**src/rtl/rf_pkg.sv**
```systemverilog
// rtl/rf_pkg.sv - shared register-file writeback constants and source encoding
package rf_pkg;
   localparam int REG_ADDR_W = 5;
   localparam int XLEN       = 32;
   localparam int NUM_REGS   = 32;

   typedef enum logic {
      WB_ALU = 1'b0,
      WB_LSU = 1'b1
   } wb_src_t;
endpackage

```
**src/rtl/rr_arb2.sv**
```systemverilog
// rtl/rr_arb2.sv - two-way round-robin arbiter; on contention the source not granted last wins
module rr_arb2
   import rf_pkg::*;
(
   input  logic       clk,
   input  logic       rst,
   input  logic [1:0] req_i,
   output logic [1:0] gnt_o
);

   wb_src_t last_grant_q;

   always_comb begin
      gnt_o = 2'b00;
      if (req_i[0] && (!req_i[1] || last_grant_q == WB_LSU))
         gnt_o[0] = 1'b1;
      else if (req_i[1])
         gnt_o[1] = 1'b1;
   end

   // Reset to LSU so that the ALU wins the first contest
   always_ff @(posedge clk) begin
      if (rst)
         last_grant_q <= WB_LSU;
      else if (gnt_o[0])
         last_grant_q <= WB_ALU;
      else if (gnt_o[1])
         last_grant_q <= WB_LSU;
   end

endmodule

```
**src/rtl/rf_wb_arbiter.sv**
```systemverilog
// rtl/rf_wb_arbiter.sv - register-file write port arbiter (ALU/LSU) with pending-load scoreboard and decode stall
module rf_wb_arbiter
   import rf_pkg::*;
#(
   parameter int DATA_W = XLEN,
   parameter int ADDR_W = REG_ADDR_W
) (
   input  logic              clk,
   input  logic              rst,
   input  logic              alu_valid,
   input  logic [ADDR_W-1:0] alu_rd,
   input  logic [DATA_W-1:0] alu_data,
   output logic              alu_ready,
   input  logic              lsu_valid,
   input  logic [ADDR_W-1:0] lsu_rd,
   input  logic [DATA_W-1:0] lsu_data,
   output logic              lsu_ready,
   input  logic              lsu_issue,
   input  logic [ADDR_W-1:0] lsu_issue_rd,
   input  logic [ADDR_W-1:0] id_rs1,
   input  logic [ADDR_W-1:0] id_rs2,
   input  logic [ADDR_W-1:0] id_rd,
   output logic              stall,
   output logic              reg_write,
   output logic [ADDR_W-1:0] rd,
   output logic [DATA_W-1:0] write_data
);

   localparam int NREG = 2 ** ADDR_W;

   logic [1:0]        req;
   logic [1:0]        gnt;
   logic [ADDR_W-1:0] wb_rd;
   logic [DATA_W-1:0] wb_data;
   logic              reg_write_q;
   logic [ADDR_W-1:0] rd_q;
   logic [DATA_W-1:0] write_data_q;
   logic [NREG-1:0]   pend_q;
   logic [NREG-1:0]   pend_d;
   logic              pend_hit;
   logic              wb_hit;

   assign req = {lsu_valid & ~rst, alu_valid & ~rst};

   rr_arb2 u_arb (
      .clk   (clk),
      .rst   (rst),
      .req_i (req),
      .gnt_o (gnt)
   );

   assign alu_ready = gnt[0];
   assign lsu_ready = gnt[1];
   assign wb_rd     = gnt[1] ? lsu_rd   : alu_rd;
   assign wb_data   = gnt[1] ? lsu_data : alu_data;

   always_ff @(posedge clk) begin
      if (rst) begin
         reg_write_q  <= 1'b0;
         rd_q         <= '0;
         write_data_q <= '0;
      end else begin
         reg_write_q <= (|gnt) && (wb_rd != '0);
         if (|gnt) begin
            rd_q         <= wb_rd;
            write_data_q <= wb_data;
         end
      end
   end

   // A new issue overrides a completing load to the same register
   always_comb begin
      pend_d = pend_q;
      if (lsu_ready)
         pend_d[lsu_rd] = 1'b0;
      if (lsu_issue && lsu_issue_rd != '0)
         pend_d[lsu_issue_rd] = 1'b1;
      pend_d[0] = 1'b0;
   end

   always_ff @(posedge clk) begin
      if (rst)
         pend_q <= '0;
      else
         pend_q <= pend_d;
   end

   assign pend_hit = (id_rs1 != '0 && pend_q[id_rs1])
                   | (id_rs2 != '0 && pend_q[id_rs2])
                   | (id_rd  != '0 && pend_q[id_rd]);
   // The registered write is not yet visible to register-file reads
   assign wb_hit   = reg_write_q && (rd_q != '0) && (rd_q == id_rs1 || rd_q == id_rs2);
   assign stall    = ~rst & (pend_hit | wb_hit);

   assign reg_write  = reg_write_q;
   assign rd         = rd_q;
   assign write_data = write_data_q;

   a_no_reissue : assert property (@(posedge clk) disable iff (rst)
      (lsu_issue && lsu_issue_rd != '0) |-> !pend_q[lsu_issue_rd]);

endmodule

```
**config.mk**
```make
export PLATFORM = sky130hd
export DESIGN_NAME = rf_wb_arbiter
export DESIGN_NICKNAME = d
export VERILOG_FILES = /design/src/rtl/rf_pkg.sv /design/src/rtl/rr_arb2.sv /design/src/rtl/rf_wb_arbiter.sv
export SDC_FILE = /design/constraint.sdc
export NUM_CORES = 1
export LEC_CHECK = 0
export ABC_CLOCK_PERIOD_IN_PS = 6000
export BUFFER_PORTS_ARGS = -buffer_cell sky130_fd_sc_hd__buf_2
export CORE_ASPECT_RATIO = 0.75
export CORE_MARGIN = 4
export CORE_UTILIZATION = 55
export CTS_CLUSTER_DIAMETER = 40
export DETAILED_ROUTE_END_ITERATION = 12
export PLACE_DENSITY = 0.88
export SLEW_MARGIN = 0
export SYNTH_ARGS = -nofsm -noshare
export SYNTH_HDL_FRONTEND = slang
export SYNTH_HIERARCHICAL = 1
export SYNTH_SLANG_ARGS = --single-unit
```
**constraint.sdc**
```tcl
create_clock -name clk -period 6 [get_ports clk]
set_clock_uncertainty 0.15 [all_clocks]
set_input_delay 0.6 -clock clk [delete_from_list [all_inputs] [get_ports clk]]
set_output_delay 0.6 -clock clk [all_outputs]
set_load 0.005 [all_outputs]
```
Yosys cells after proc, flatten, opt, wreduce, memory -nomap -nowiden:

Cells that the tools add are included.

* memories: 0
* register bits: 71
* output and inout port bits: 41
* logic and storage cells: 65
* bits of input ports: 99
* bits in writable memories: 0
* bits in latches: 0
* ROM bits: 0

* $lt $le $gt $ge: 7
* reductions and logical operators: 21
* div/mod/pow operators: 0
* bitwise logic cells: 10
* mux-type cells: 19
* multiply operators: 0
* eq/ne operators: 2
* add/sub/neg operators: 0
* shifts and indexed selects: 0

Operator list (count)
* 2-to-1 mux 32 bit: 3
* AND 32 bit: 1
* NOT 32 bit: 1
* bitwise OR 32 bit: 1
* less-than comparator 5 x 6 -> 1 bit, second input constant: 5
* nonzero test 5 bit: 6
* binary-select mux 1 bit (select 5 bit): 3
* demux 1 bit (select 5 bit): 2
* equality test 5 bit: 2
* >= comparator 5 x 1 -> 1 bit, second input constant: 2
* logical AND 1 bit: 10
* 2-to-1 mux 1 bit: 10
* 2-to-1 mux 5 bit: 1
* AND 1 bit: 3
* bitwise OR 1 bit: 3
* logical OR 1 bit: 2
* nonzero test 2 bit: 1
* OR reduction 2 bit: 1
* zero test 1 bit: 1
* NOT 1 bit: 1

Depth between registers and ports, before layout:

* depth in word-level cells: 9
* gate-level depth with buffers: 10
* mapped depth without buffers: 7

By module:

Netlist, hierarchy kept.

By module, submodules not included
* rf_wb_arbiter: instances 1, area an instance 3996.3 um^2, cells each 479, seq. area each 1381.3 um^2
* rr_arb2: instances 1, area an instance 55.1 um^2, cells each 7, seq. area each 20.0 um^2

Worst setup path before layout:

Ideal clock, no wire load.

* path type: input to output
* from: input port id_rd[0]
* to: output port stall
* stages on the path: 5
* arrival time: 1.984 ns
* required time: 5.250 ns
* path buffers: 1
* path slack: 3.266 ns
* cell sequence: buf_2 -> mux4_2 -> a41o_1 -> a2111oi_2 -> a41oi_1

* longest elaborated chain between the ends: 6
* elaborated cells between the ends (all ways): 7
* those cells by class: 2 x mux; 3 x bitwise; 2 x reduce/logical

Ends and longest elaborated chain
* start, declared: RTL line rf_wb_arbiter.sv:22 `input logic [ADDR_W-1:0] id_rd,`
* binary-select mux 1 bit (select 5 bit): RTL line rf_wb_arbiter.sv:90 `| (id_rd != '0 && pend_q[id_rd]);`
* 2-to-1 mux 1 bit (implied by the code): RTL line rf_wb_arbiter.sv:90
* logical AND 1 bit (*): RTL line rf_wb_arbiter.sv:90
* bitwise OR 1 bit (*): RTL line rf_wb_arbiter.sv:90
* bitwise OR 1 bit (*): RTL line rf_wb_arbiter.sv:93 `assign stall = ~rst & (pend_hit | wb_hit);`
* AND 1 bit (*): RTL line rf_wb_arbiter.sv:93
* end, declared: RTL line rf_wb_arbiter.sv:23 `output logic stall,`

Mark *: on every way between the ends. The rest lies on a longest branch, timed or not. The select of a mux whose other input is x is not followed.

Worst setup path in the final report:

* from: input port rst
* to: register pend_q[6]

* elaborated cells between the ends (all ways): 11
* those cells by class: 4 x mux; 4 x bitwise; 3 x reduce/logical

RTL lines
* start, declared: RTL line rf_wb_arbiter.sv:9 `input logic rst,`
* NOT 1 bit (*): RTL line rf_wb_arbiter.sv:43 `assign req = {lsu_valid & ~rst, alu_valid & ~rst};`
* AND 1 bit (*): RTL line rf_wb_arbiter.sv:43
* net req[0]: RTL line rf_wb_arbiter.sv:31 `logic [1:0] req;`
* logical AND 1 bit (*): RTL line rr_arb2.sv:15 `if (req_i[0] && (!req_i[1] || last_grant_q == WB_LSU))`
* 2-to-1 mux 1 bit (*): RTL line rr_arb2.sv:15
* 2-to-1 mux 32 bit (*): RTL line rf_wb_arbiter.sv:74 `if (lsu_ready)`
* bitwise OR 32 bit (no line)
* 2-to-1 mux 32 bit (*): RTL line rf_wb_arbiter.sv:76 `if (lsu_issue && lsu_issue_rd != '0)`
* end signal, assigned: RTL line rf_wb_arbiter.sv:85 `pend_q <= pend_d;`
* end, declared: RTL line rf_wb_arbiter.sv:38 `logic [NREG-1:0] pend_q;`

Mark *: on every way through the listed nets, which the timed path passes. The rest lies on a longest branch.
A chain may end at the register's enable or synchronous reset.

==> impl_metrics.py <==
metrics = {
    "outcome": {
        "run_status": "completed",
    },
    "die": {
        "fp.dieW_um": 107,
        "rows": 26,
        "ios": 140,
        "fp.dieArea_um2": 8820,
        "start_util_pct": 57.9,
        "dieHeight_um": 82.3,
        "coreArea_um2": 6990,
    },
    "yosys": {
        "syn_area_per_cell_um2": 8.34,
        "synthTopCellsByCount": "nor2_1, a21oi_1, dfxtp_1, mux2i_1, nand2_1",
        "synth_most_common_cell": "nor2_1",
        "syn-num-nets": 585,
        "syn_area_um2": 4050,
        "ys_warn_count": 6,
        "ys_ff_latch": 70,
        "synth.largest_area_cell": "dfxtp_1",
        "synth_area_leaders": "dfxtp_1, mux2i_1, a21oi_1",
        "synth_edf_count": 0,
        "synth.distinct_cells": 45,
        "synthCells": 486,
        "seq_area_frac_synth_pct": 34.6,
        "synth_ff_type": "dfxtp_1",
        "synth_async_sr_flop_share_pct": 0,
        "synth_top_area_share_pct": 34.6,
    },
    "pwr": {
        "peakVddDrop_uv": 155,
        "cellPowerDensity_nw_per_um2": 210,
        "power_w": 0.00103,
        "leakagePower_nw": 2.13,
    },
    "routing": {
        "first_pass_iters": 5,
        "vias": 4114,
        "routed_wl_mm": 11.6,
        "via_per_inst": 5.84,
        "wire_per_inst_um": 16.4,
        "ant_nets": 0,
        "drtIter0Drc": 402,
        "drc_errors": 0,
    },
    "critical_path": {
        "arrival_ns": 3.31,
        "required_ns": 6.05,
        "reg2reg_slack_ns": 3.53,
        "cp-start-kind": "primary input",
        "end_kind": "register",
        "path_class": "primary input to register",
        "r2r_end": "pend_q[6]$_SDFF_PP0_",
        "r2r_cells": 7,
        "r2r-start": "u_arb/last_grant_q$_SDFFE_PP1P_",
        "cp_max_fo": 73,
    },
    "placement": {
        "place_congestion": 0.953,
        "dp_hpwl_mm": 8.84,
        "io_buffer_count": 139,
    },
    "layout": {
        "drive_above_1_share_pct": 28.0,
        "syn_to_final_growth_pct": 21.3,
        "register_area_um2": 1400,
        "multi_input_area_um2": 2480,
        "fin_util_pct": 70.3,
        "fin_nets": 701,
        "fillCellCount": 545,
        "diodes": 0,
    },
    "clock_network": {
        "clk_latency_ns": 0.35,
        "cts_root_buffer": "clkbuf_8",
        "cts_made_buffers": 9,
        "holdBufCountCts": 0,
        "cts.htree.levels": 3,
        "clkTransAtPathRegs_ns": 0.08,
        "ctsResizeCount": 0,
        "clkSinkCount": 70,
        "postCtsSetupRepairBufs": 0,
        "cts_buffer_depth": 2,
        "cts_tree": "built",
    },
    "timing": {
        "max_freq_mhz": 307,
        "hold_violations": 0,
        "fin_crit_sh_pct": 54.3,
        "relSlewSlack_pct": 37.5,
        "drv_slew": 0,
        "grt_setup_unrepaired": "no",
        "tightestPinTransition_ns": 0.935,
        "setup_tns_ns": 0,
        "min_period_ns": 3.26,
        "setup_viol": 0,
    },
    "job": {
        "drv_cap": 0,
    },
    "grt": {
        "antenna_found_initial": 1,
        "grt_max_degree": 74,
        "grt_util_all_layers_pct": 25.7,
        "grt_pass1_wl_mm": 18.2,
        "grt-ovfl-total": 0,
        "grt_pass1_vias": 3829,
    },
    "worst_hold_path": {
        "hold_depth": 3,
        "hold_class": "primary input to register",
        "hold_start": "lsu_data[18]",
        "hold-path-endpoint": "write_data[18]$_SDFFE_PP0P_",
    },
}
[state kept, by name (all words and copies together) (netlist names)]
name / cells
write_data: 32
rd: 5
pend_q: 31
reg_write: 1
u_arb/last_grant_q: 1
[layout make-up]
class | count | area share, %
tap | 98 | 2.49
clock inverter | 6 | 0.967
inverter | 4 | 0.305
sequential | 70 | 28.5
timing repair buffer | 142 | 14.6
multi-input combinational | 375 | 50.5
clock buffer | 10 | 2.60
[power by group]
group / internal (W) / switching, W
logic: 0.0000905 / 0.000104
registers: 0.000485 / 0.0000165
clock network: 0.000152 / 0.000185
total: 0.000728 / 0.000305
[per-layer routing]
layer | global-route usage, % | vias to the layer above | wire [um]
met3 | 6.76 | 18 | 1140
met2 | 41.3 | 208 | 5380
met5 | 0 | - | 13
li1 | - | 1973 | -
met1 | 34.6 | 1913 | 4910
met4 | 7.15 | 2 | 133
[kinds of logic after synthesis]
family	synth area share, %
multiplexers	22.4
buffers and inverters	4.42
flip-flops	34.6
AND/OR/NAND/NOR	19.0
XOR/XNOR	2.16
AO/OA/AOI/OAI	17.4
[metrics by stage]
stage | hold WS, ns | worst slack [ns] | cell area (um^2) | cells
after floorplan | 0.318 | 3.27 | 4050 | 486
after global placement | 0.334 | 2.69 | 4740 | 689
after detailed placement | 0.363 | 2.48 | 4740 | 689
after CTS | 0.320 | 2.81 | 4920 | 705
after global routing | 0.334 | 2.41 | 4920 | 705
final | 0.329 | 2.74 | 4920 | 705
[worst max-delay path by stage]
stage	slack [ns]	end	from	depth (start not counted)
5_1_grt	2.41	pend_q[4]$_SDFF_PP0_	rst	10
2_1_floorplan	3.27	stall	id_rd[0]	5
3_3_place_gp	2.69	pend_q[20]$_SDFF_PP0_	rst	10
4_1_cts	2.81	pend_q[6]$_SDFF_PP0_	rst	10
3_5_place_dp	2.48	pend_q[6]$_SDFF_PP0_	rst	10
6_report	2.74	pend_q[6]$_SDFF_PP0_	rst	10
[layout by cell type (no fill, tap or decap), drive strengths merged, types with 2 or more instances in the layout]
cell and count:
clkinvlp 4, buf 142, nand3b 4, clkbuf 10
nor2 80, and3 2, a311oi 2, xnor2 10
nand2 46, o21ai 31, nor3b 5, mux2i 53
a2111oi 3, mux4 15, nand3 4, and3b 4
nor2b 10, nand2b 3, o211ai 2, a22oi 2
nor3 5, inv 5, a31oi 3, a21oi 72
dfxtp 70, a221oi 3
[worst max-delay path: stages]
cell and delay (ns):
buf_2 0.07, buf_4 0.57, nor2b_1 0.15, nand2_1 0.13, and2_2 0.33, buf_4 0.51
nor2b_1 0.33, nand2_1 0.23, o21ai_0 0.25, a21oi_1 0.10
(Power assumes the default switching activity.)
